==> src/rtl/mult_control_if.sv <==
`default_nettype none
// +--------------------------------------------------------------------------+
// | mult_control_if : push-button levels in, datapath strobes out            |
// | Rev 1.0                                                                  |
// +--------------------------------------------------------------------------+
interface mult_control_if #(
  parameter int N_BITS = 8
);
  localparam int CNT_W = (N_BITS > 1) ? $clog2(N_BITS) : 1;

  logic             Run;
  logic             ClearA_LoadB;
  logic             M;
  logic             Ld_B;
  logic             Clear_XA;
  logic             Ld_A;
  logic             Add;
  logic             Sub;
  logic             Shift_En;
  logic             Busy;
  logic             Done;
  logic [CNT_W-1:0] Count;

  // master = sequencer, slave = top level / datapath side
  modport master (
    input  Run, ClearA_LoadB, M,
    output Ld_B, Clear_XA, Ld_A, Add, Sub, Shift_En, Busy, Done, Count
  );

  modport slave (
    output Run, ClearA_LoadB, M,
    input  Ld_B, Clear_XA, Ld_A, Add, Sub, Shift_En, Busy, Done, Count
  );
endinterface
`default_nettype wire

==> src/rtl/mult_control.sv <==
`default_nettype none
// +--------------------------------------------------------------------------+
// | mult_control : add/shift sequencer for the 8-bit signed multiplier       |
// | Rev 1.0                                                                  |
// +--------------------------------------------------------------------------+
module mult_control #(
  parameter int N_BITS = 8
) (
  input  logic          Clk,
  input  logic          Reset,
  mult_control_if.master bus
);
  localparam int CNT_W = (N_BITS > 1) ? $clog2(N_BITS) : 1;
  localparam logic [CNT_W-1:0] CNT_LAST = CNT_W'(N_BITS - 1);

  typedef enum logic [2:0] {
    S_IDLE  = 3'd0,
    S_START = 3'd1,
    S_ADD   = 3'd2,
    S_SHIFT = 3'd3,
    S_DONE  = 3'd4
  } state_t;

  state_t           state_q, state_d;
  logic [CNT_W-1:0] count_q, count_d;

  logic ld_b, clear_xa, ld_a, add, sub, shift_en, busy, done;

  always_ff @(posedge Clk or posedge Reset) begin
    if (Reset) begin
      state_q <= S_IDLE;
      count_q <= '0;
    end else begin
      state_q <= state_d;
      count_q <= count_d;
    end
  end

  always_comb begin
    state_d  = state_q;
    count_d  = count_q;
    ld_b     = 1'b0;
    clear_xa = 1'b0;
    ld_a     = 1'b0;
    add      = 1'b0;
    sub      = 1'b0;
    shift_en = 1'b0;
    busy     = 1'b0;
    done     = 1'b0;
    unique case (state_q)
      S_IDLE: begin
        if (bus.Run) begin
          state_d = S_START;
        end else if (bus.ClearA_LoadB) begin
          ld_b     = 1'b1;
          clear_xa = 1'b1;
        end
      end
      S_START: begin
        busy     = 1'b1;
        clear_xa = 1'b1;
        count_d  = '0;
        state_d  = S_ADD;
      end
      S_ADD: begin
        busy    = 1'b1;
        state_d = S_SHIFT;
        // Final partial product carries the sign weight, so it is subtracted
        if (bus.M) begin
          ld_a = 1'b1;
          if (count_q == CNT_LAST) begin
            sub = 1'b1;
          end else begin
            add = 1'b1;
          end
        end
      end
      S_SHIFT: begin
        busy     = 1'b1;
        shift_en = 1'b1;
        if (count_q == CNT_LAST) begin
          state_d = S_DONE;
        end else begin
          count_d = count_q + 1'b1;
          state_d = S_ADD;
        end
      end
      S_DONE: begin
        done = 1'b1;
        if (!bus.Run) begin
          state_d = S_IDLE;
        end
      end
      default: begin
        state_d = S_IDLE;
      end
    endcase
  end

  // Mealy terms would otherwise leak through while Reset is held
  assign bus.Ld_B     = ld_b     & ~Reset;
  assign bus.Clear_XA = clear_xa & ~Reset;
  assign bus.Ld_A     = ld_a     & ~Reset;
  assign bus.Add      = add      & ~Reset;
  assign bus.Sub      = sub      & ~Reset;
  assign bus.Shift_En = shift_en & ~Reset;
  assign bus.Busy     = busy     & ~Reset;
  assign bus.Done     = done     & ~Reset;
  assign bus.Count    = Reset ? '0 : count_q;

endmodule
`default_nettype wire

==> src/flat_wrapper.sv <==
// flat-port wrapper written by rule: the top's interface ports become plain ports
module mult_control_flat 
#(
  parameter int N_BITS = 8
)
  (Clk, Reset, bus_Run, bus_ClearA_LoadB, bus_M, bus_Ld_B, bus_Clear_XA, bus_Ld_A, bus_Add, bus_Sub, bus_Shift_En, bus_Busy, bus_Done, bus_Count);
  mult_control_if #(.N_BITS(N_BITS)) bus_i ();
  input  logic Clk;
  input  logic Reset;
  input wire logic [$bits(bus_i.Run)-1:0] bus_Run;
  input wire logic [$bits(bus_i.ClearA_LoadB)-1:0] bus_ClearA_LoadB;
  input wire logic [$bits(bus_i.M)-1:0] bus_M;
  output wire logic [$bits(bus_i.Ld_B)-1:0] bus_Ld_B;
  output wire logic [$bits(bus_i.Clear_XA)-1:0] bus_Clear_XA;
  output wire logic [$bits(bus_i.Ld_A)-1:0] bus_Ld_A;
  output wire logic [$bits(bus_i.Add)-1:0] bus_Add;
  output wire logic [$bits(bus_i.Sub)-1:0] bus_Sub;
  output wire logic [$bits(bus_i.Shift_En)-1:0] bus_Shift_En;
  output wire logic [$bits(bus_i.Busy)-1:0] bus_Busy;
  output wire logic [$bits(bus_i.Done)-1:0] bus_Done;
  output wire logic [$bits(bus_i.Count)-1:0] bus_Count;
  assign bus_i.Run = bus_Run;
  assign bus_i.ClearA_LoadB = bus_ClearA_LoadB;
  assign bus_i.M = bus_M;
  assign bus_Ld_B = bus_i.Ld_B;
  assign bus_Clear_XA = bus_i.Clear_XA;
  assign bus_Ld_A = bus_i.Ld_A;
  assign bus_Add = bus_i.Add;
  assign bus_Sub = bus_i.Sub;
  assign bus_Shift_En = bus_i.Shift_En;
  assign bus_Busy = bus_i.Busy;
  assign bus_Done = bus_i.Done;
  assign bus_Count = bus_i.Count;
  mult_control #(.N_BITS(N_BITS)) u_core (.Clk(Clk), .Reset(Reset), .bus(bus_i));
endmodule
==> config.mk <==
export PLATFORM = sky130hd
export DESIGN_NAME = mult_control_flat
export DESIGN_NICKNAME = d
export VERILOG_FILES = /design/src/rtl/mult_control_if.sv /design/src/rtl/mult_control.sv /design/src/flat_wrapper.sv
export SDC_FILE = /design/constraint.sdc
export NUM_CORES = 1
export LEC_CHECK = 0
export BUFFER_PORTS_ARGS = -buffer_cell sky130_fd_sc_hd__buf_2
export CAP_MARGIN = 15
export CORE_AREA = 10 10 47 49
export CTS_BUF_LIST = sky130_fd_sc_hd__clkbuf_4 sky130_fd_sc_hd__clkbuf_8 sky130_fd_sc_hd__clkbuf_16
export DETAILED_ROUTE_END_ITERATION = 6
export DIE_AREA = 0 0 57 59
export GPL_ROUTABILITY_DRIVEN = 0
export HOLD_SLACK_MARGIN = 0.02
export MAX_ROUTING_LAYER = met4
export PLACE_DENSITY_LB_ADDON = 0.08
export SETUP_SLACK_MARGIN = 0.5
export SLEW_MARGIN = 5
export SYNTH_ARGS = -nofsm -noshare
export SYNTH_HDL_FRONTEND = slang
export SYNTH_SLANG_ARGS = --single-unit
export TNS_END_PERCENT = 1
==> constraint.sdc <==
create_clock -name Clk -period 1.55 [get_ports Clk]
set_input_delay 0.2325 -clock Clk [delete_from_list [all_inputs] [get_ports Clk]]
set_output_delay 0.2325 -clock Clk [all_outputs]
set_load 0.1 [all_outputs]
After elaboration in Yosys (flattened, before gate mapping)
Cells that the tools add are included.

cells by class
  reduce and logical (&&, ||, !) cells = 5
  $add $sub $neg = 1
  mux-type cells = 22
  eq/ne operators = 8
  bitwise operators = 9

operators with widths
  operator             number
  $mux 3               5
  $pmux 3 s5           1
  $mux 1               14
  $and 1x1->1          8
  $eq 3x2->1 const B   2
  $eq 3x3->1 const B   2
  $ne 2x2->1 const B   3
  $pmux 3 s2           1
  $reduce_and 2->1     2
  $add 3x1->3 const B  1
  $eq 3x1->1 const B   1
  $logic_not 3->1      1
  $reduce_or 3->1      1
  $pmux 1 s2           1
  $reduce_bool 2->1    1
  $not 1->1            1

storage, ports and cells
  output and inout bits = 11
  logic and storage cells = 47
  bits of input ports = 5
  register bits after elaboration = 6

Depth between registers and ports, before layout
Gate-level depths: netlist of the first run.

  depth after elaboration = 5
  mapped depth = 5
  depth with buffers taken out = 5

Least setup slack after synthesis of the first run
OpenSTA, ideal clock, no wires.

  path type = flip-flop to output port
  from = register u_core.count_q[0]
  to = output port bus_Add
  slack = -2.379 ns
  buffers on the path = 0
  cell stages (with the launch flop) = 4
  data required time = 1.317 ns
  arrival time = 3.696 ns
  cell sequence = dfrtp_1 ha_1 ha_1 nor4_1

on the way
  word-level cells in the longest chain between the ends = 5

ends and longest elaborated chain
  item                    RTL line             text
  start, declared         mult_control.sv:25   logic [CNT_W-1:0] count_q, count_d;
  start signal, assigned  mult_control.sv:35   count_q <= count_d;
  $eq 3x3->1              mult_control.sv:71   if (count_q == CNT_LAST) begin
  $mux 1                  mult_control.sv:71
  $mux 1                  mult_control.sv:69   if (bus.M) begin
  $mux 1                  mult_control.sv:50   unique case (state_q)
  $and 1x1->1             mult_control.sv:104  assign bus.Add = add & ~Reset;
  end, declared           flat_wrapper.sv:16   output wire logic [$bits(bus_i.Add)-1:0] bus_Add;

No other way between the ends.

Worst setup path after layout of the first run
  from = register u_core.state_q[2]
  to = output port bus_Add

on the way
  word-level cells in the longest chain between the ends = 3

ends and longest elaborated chain
  item                    RTL line             text
  start, declared         mult_control.sv:24   state_t state_q, state_d;
  start signal, assigned  mult_control.sv:34   state_q <= state_d;
  $eq 3x2->1              mult_control.sv:50
  $mux 1                  mult_control.sv:50
  $and 1x1->1             mult_control.sv:104

No other way between the ends.

==> flow_summary.yaml, run 1 <==
detailed_routing:
  wl_um: 1310
  drtIter0Drc: 5
  firstDrtPassIters: 4
  ant_nets: 0
  post-route-drc-count: 0
  wire_per_inst_um: 13.9
  vias_per_cell: 4.91
  dr_total_vias: 462
die:
  core_area_mm2: 0.00140
  io_pins: 16
  fp.dieH_um: 59
  die_w_um: 57
  die-area_mm2: 0.00336
  std_cell_rows: 14
  start_util: 0.305
yosys:
  ys_seq_area_frac: 0.351
  syn_nets: 56
  synth_top_cell_by_area: "dfrtp_1"
  yosysWarningCount: 0
  synth_area_leaders: "dfrtp_1, ha_1, o21ai_1"
  synthCells: 48
  syn_area_um2: 428
  ys_types: 24
  synth_top_area_frac: 0.351
  synth_edf_count: 0
  synthArstFlopShare: 1.00
  syn_avg_cell_area_um2: 8.91
  ys.flop_type: "dfrtp_1"
  synth_seq_cells: 6
clocking:
  clkLatencyLatePin_ns: 0.24
  cts_tree: "done"
  htree_levels: 1
  cts_sinks: 6
  cts_buffer_depth: 2
  clk_pin_slew_ns: 0.05
  root_buffer: "clkbuf_4"
  numCtsBuffers: 3
  holdBufCountCts: 0
run_status:
  status: "finished, violations left"
  violations: "setup timing"
worst_setup_path:
  ff2ff_path_depth: 5
  cp-end-kind: "output port"
  worstPathArrival_ns: 1.45
  worstPathRequired_ns: 1.32
  timing.rr.start: "u_core.count_q[1]"
  crit_path_end: "bus_Add"
  r2r_slack_ns: 0.23
  path_class: "register to output port"
  cp-startpoint: "u_core.state_q[2]"
  r2r_end: "u_core.count_q[1]"
  worst-path-max-fanout: 3
  crit_path_start_kind: "register"
sta:
  slew_viol_final: 0
  finClkSkew_ns: 0.00510
  setup_viol: 5
  grt_setup_unrepaired: "true"
  relSlewSlack: 0.788
  setup_ws_ns: -0.133
  fin_crit_ns: 1.68
  tightestPinTransition_ns: 0.317
  max_freq_mhz: 594
  fin_crit_sh: 1.09
  finalSetupTns_ns: -0.462
  hold_viol: 0
worst_hold_path:
  min_path_type: "input pin to async pin"
final_layout:
  final_cells: 94
  multi_input_area_um2: 354
  area_growth_pct: 118
  final_cell_mix: "buf_12, buf_4, dfrtp_1"
  fin_area_um2: 935
  num_antenna_cells: 0
  final_nets: 88
  num-fill-cells: 101
  regArea_um2: 151
  drive_above_1_share: 0.692
global_routing:
  grt_start_max_net_pins: 11
  overflow: 0
  grtUsageTotal: 0.0758
  grt_pass1_wl_um: 2060
  antenna_found_initial: 0
  grt_pass1_vias: 452
power:
  p_per_area_mw_per_mm2: 2030
  vdd_drop_max_mv: 0.971
  p_leak_uw: 0.000396
placement:
  place_area_um2: 821
  hpwl_um: 971
  dp_cells: 87
  numPortBuffers: 15
flow_run:
  maxCapViolations: 0
[kinds of logic after synthesis]
| kind of cell | after synthesis | share of synthesized area |
|---|---|---|
| adder cells (fa/ha/maj) | 3 | 0.0877 |
| AND/OR/NAND/NOR | 23 | 0.339 |
| flip-flops | 6 | 0.351 |
| buffers and inverters | 6 | 0.0760 |
| AO/OA/AOI/OAI | 10 | 0.146 |
[worst min-delay path by stage]
stage                      from                end  slack [ns]  cells past startpoint
after floorplan           Reset  u_core.count_q[0]        0.26                      2
after global placement    Reset  u_core.state_q[1]        0.37                      3
after detailed placement  Reset  u_core.state_q[1]        0.37                      3
after CTS                 Reset  u_core.count_q[2]        0.11                      3
after global routing      Reset  u_core.count_q[2]        0.16                      3
final                     Reset  u_core.count_q[2]        0.13                      3
[stage by stage]
| step | util | total power (µW) | setup WS (ns) | hold slack (ns) |
|---|---|---|---|---|
| CTS | 0.629 | 1750 | -0.150 | 0.113 |
| floorplan | - | 1100 | -0.726 | 0.257 |
| global placement | 0.586 | 1570 | -0.00262 | 0.368 |
| global route | 0.667 | 2000 | -0.223 | 0.156 |
| finish | 0.667 | 1900 | -0.133 | 0.130 |
| detailed placement | 0.586 | 1570 | -0.0173 | 0.372 |
[final cells by class]
class                   instances  share of cell area
repair buffers                 30               0.399
well taps                      16              0.0214
clock buffers                   3              0.0241
flip-flops and latches          6               0.162
inverters                       3              0.0147
multi-input cells              36               0.379
[critical path: stages, from the launching register on]
cell,delay (ns)
dfrtp_1,0.38
nand3b_1,0.18
buf_4,0.15
nor4_4,0.29
buf_12,0.21
[power breakdown]
| part | internal (µW) | switching [µW] | leakage (µW) |
|---|---|---|---|
| sequential | 228 | 108 | 0.0000711 |
| combinational | 615 | 809 | 0.000311 |
| clock | 87.4 | 53.3 | 0.0000138 |
[layer usage]
metal | global-route usage | wire length [µm]
met4 | 0.0201 | 0
met1 | 0.0828 | 569
met2 | 0.124 | 642
met5 | - | 0
met3 | 0.0322 | 98
[state kept, by name, summed over array words and instances, names as in the netlist]
| register | flops |
|---|---|
| u_core.state_q | 3 |
| u_core.count_q | 3 |
[cell usage after synthesis, types with 2 or more instances]
cell and instances:
and2_1 2, buf_2 2, dfrtp_1 6, ha_1 3, inv_1 3, nand2_1 2
nor2_1 3, nor2b_1 3, nor3_1 2, nor4_1 3, o21ai_0 3, o21ai_1 4
[timing repair]
| item | 4_1_cts | 5_1_grt |
|---|---|---|
| endpoints found under the setup margin | 16 | 16 |
| resized for setup | 3 | 17 |
| pin swaps | 4 | 7 |
| buffers inserted | 4 | 0 |
No activity file was read; power rests on OpenSTA's default activity.
==> run 2, diff against run 1 <==
--- a/config.mk
+++ b/config.mk
@@ -5,6 +5,7 @@
 export SDC_FILE = /design/constraint.sdc
 export NUM_CORES = 1
 export LEC_CHECK = 0
+export ABC_AREA = 1
 export BUFFER_PORTS_ARGS = -buffer_cell sky130_fd_sc_hd__buf_2
 export CAP_MARGIN = 15
 export CORE_AREA = 10 10 47 49
==> flow_summary.yaml, run 2 <==
worst_setup_path:
  worst-path-max-fanout: 6
  path_class: "register to output port"
  path_cells: "inv_4, nand4_1, a21oi_4, buf_12"
  worstPathRequired_ns: 1.32
  path_depth: 4
  slowest_stage: "dfrtp_2"
  cp-end-kind: "output port"
  slowest_delay_ns: 0.46
  ff2ff_path_depth: 7
  crit_path_start_kind: "register"
  worstPathArrival_ns: 1.44
  crit_family: "flip-flops"
  cp.buffers_inverters: 2
sta:
  slew_viol_final: 0
  setup_ws_ns: -0.120
  grt_setup_unrepaired: "true"
  hold_ws_ns: 0.283
  setup_viol: 7
  fin_crit_sh: 1.08
  tightestPinTransition_ns: 0.289
  hold_viol: 0
  relSlewSlack: 0.807
  fin_crit_ns: 1.67
  finClkSkew_ns: 0.00260
  max_freq_mhz: 599
yosys:
  synth_common_cells: "nand2_1, nor2_1, inv_1, dfrtp_1, nand3_1"
  synth_area_leaders: "dfrtp_1, nand2_1, nor2_1"
  ys_types: 13
  synth_seq_cells: 6
  syn_nets: 68
  ys.flop_type: "dfrtp_1"
  syn_area_um2: 408
  synthCells: 60
  synth_most_common_cell: "nand2_1"
  ys_seq_area_frac: 0.368
  synth_edf_count: 0
  synth_top_cell_by_area: "dfrtp_1"
  synth_top_area_frac: 0.368
  yosysWarningCount: 0
  synthArstFlopShare: 1.00
  syn_avg_cell_area_um2: 6.80
clocking:
  clkLatencyLatePin_ns: 0.25
  cts_buffer_depth: 2
  root_buffer: "clkbuf_4"
  cts_tree: "done"
  clk_pin_slew_ns: 0.05
  htree_levels: 1
  cts_sinks: 6
  numCtsBuffers: 3
detailed_routing:
  drtIter0Drc: 4
  vias_per_cell: 4.45
  post-route-drc-count: 0
  dr_total_vias: 467
  top_layer: "met4"
  ant_nets: 0
  wl_met1_um: 509
  wl_met3_um: 87
  wl_met2_um: 667
  wire_per_inst_um: 12.2
  wl_um: 1280
  firstDrtPassIters: 4
placement:
  numPortBuffers: 15
  dp_slack_ns: 0.0974
  hpwl_um: 910
final_layout:
  final_nets: 98
  drive_above_1_share: 0.652
  area_growth_pct: 125
  final_common_cell: "nand2_1"
  num_antenna_cells: 0
  utilization: 0.654
  top_regs: "u_core.count_q (3), u_core.state_q (3)"
  num-fill-cells: 108
  final_cell_mix: "nand2_1, buf_12, nor2_4, buf_4"
run_status:
  status: "finished, violations left"
  violations: "setup timing"
die:
  fp.dieH_um: 59
  core_area_mm2: 0.00140
  start_util: 0.291
  die_w_um: 57
  io_pins: 16
  std_cell_rows: 14
  die-area_mm2: 0.00336
global_routing:
  antenna_found_initial: 0
  grt_pass1_wl_um: 2130
  grt_start_max_net_pins: 9
  overflow: 0
  grtUsageTotal: 0.0821
  grt_pass1_vias: 475
worst_hold_path:
  min_delay_path_depth: 3
  min_path_type: "input pin to register"
flow_run:
  maxCapViolations: 0
power:
  vdd_drop_max_mv: 0.919
  p_leak_uw: 0.000403
  p_per_area_mw_per_mm2: 1630
## run 2: cell types whose count changed after synthesis, sizes merged, moves of 3 or more
cell and delta:
nor4 -3, nor2 +11, nor3 -3, o21ai -6
nor2b -3, nand2 +13, nand3 +3, inv +8
## run 2: path summary, 6_finish.rpt
kind                                    from                end  slack, ns
setup / recovery           u_core.state_q[0]       bus_Clear_XA      -0.12
hold / removal                       bus_Run  u_core.state_q[0]       0.28
setup reg to reg           u_core.count_q[0]  u_core.count_q[0]       0.28
hold reg to reg            u_core.state_q[0]  u_core.state_q[0]       0.55
max in group asynchronous              Reset  u_core.count_q[0]       0.83
min in group asynchronous              Reset  u_core.state_q[2]       0.47
## run 2: cells by family after synthesis
logic type	synth area share
AOI/OAI and AO/OA	0.0613
adders and majority gates	0.0920
buffers and inverters	0.113
DFF	0.368
and+or+nand+nor	0.365
## run 2: where the power goes
group          total, µW  switching (µW)  leakage (µW)  internal [µW]
registers            306            89.4     0.0000691            217
logic               1010             640      0.000316            373
clock network        180            64.2     0.0000184            115
total               1500             794      0.000403            705
## run 2: tightest hold or removal path, stage by stage
cell,delay (ns)
buf_2,0.10
inv_1,0.08
a211oi_1,0.08
## run 2: per-layer routing
metal  global-route usage  vias to the layer above
met1               0.0806                      210
met4               0.0403                        0
met2                0.132                       12
met5                    -                        -
li1                     -                      241
met3               0.0429                        4
## run 2: repair_timing
action	in CTS	in global routing
pin swaps	8	8
buffers inserted	4	3
setup endpoints to repair	16	17
gates resized for setup	9	10
hold buffers	1	0
hold endpoints to repair	6	0
## run 2: final cells by class
cell class | count | area, µm² | area share
clock buffers | 4 | 30.0 | 0.0327
inverters | 11 | 50.0 | 0.0546
multi-input cells | 42 | 333 | 0.363
flip-flops and latches | 6 | 155 | 0.169
well taps | 16 | 20.0 | 0.0218
repair buffers | 26 | 329 | 0.359
## run 2: per-stage QoR
stage	instance area, µm²	setup TNS [ns]	instances	power [µW]
2_1_floorplan	487	-0.306	60	893
3_3_place_gp	762	0	93	1180
3_5_place_dp	762	0	93	1180
4_1_cts	872	-0.601	102	1430
5_1_grt	917	-1.12	105	1600
6_report	917	-0.429	105	1500
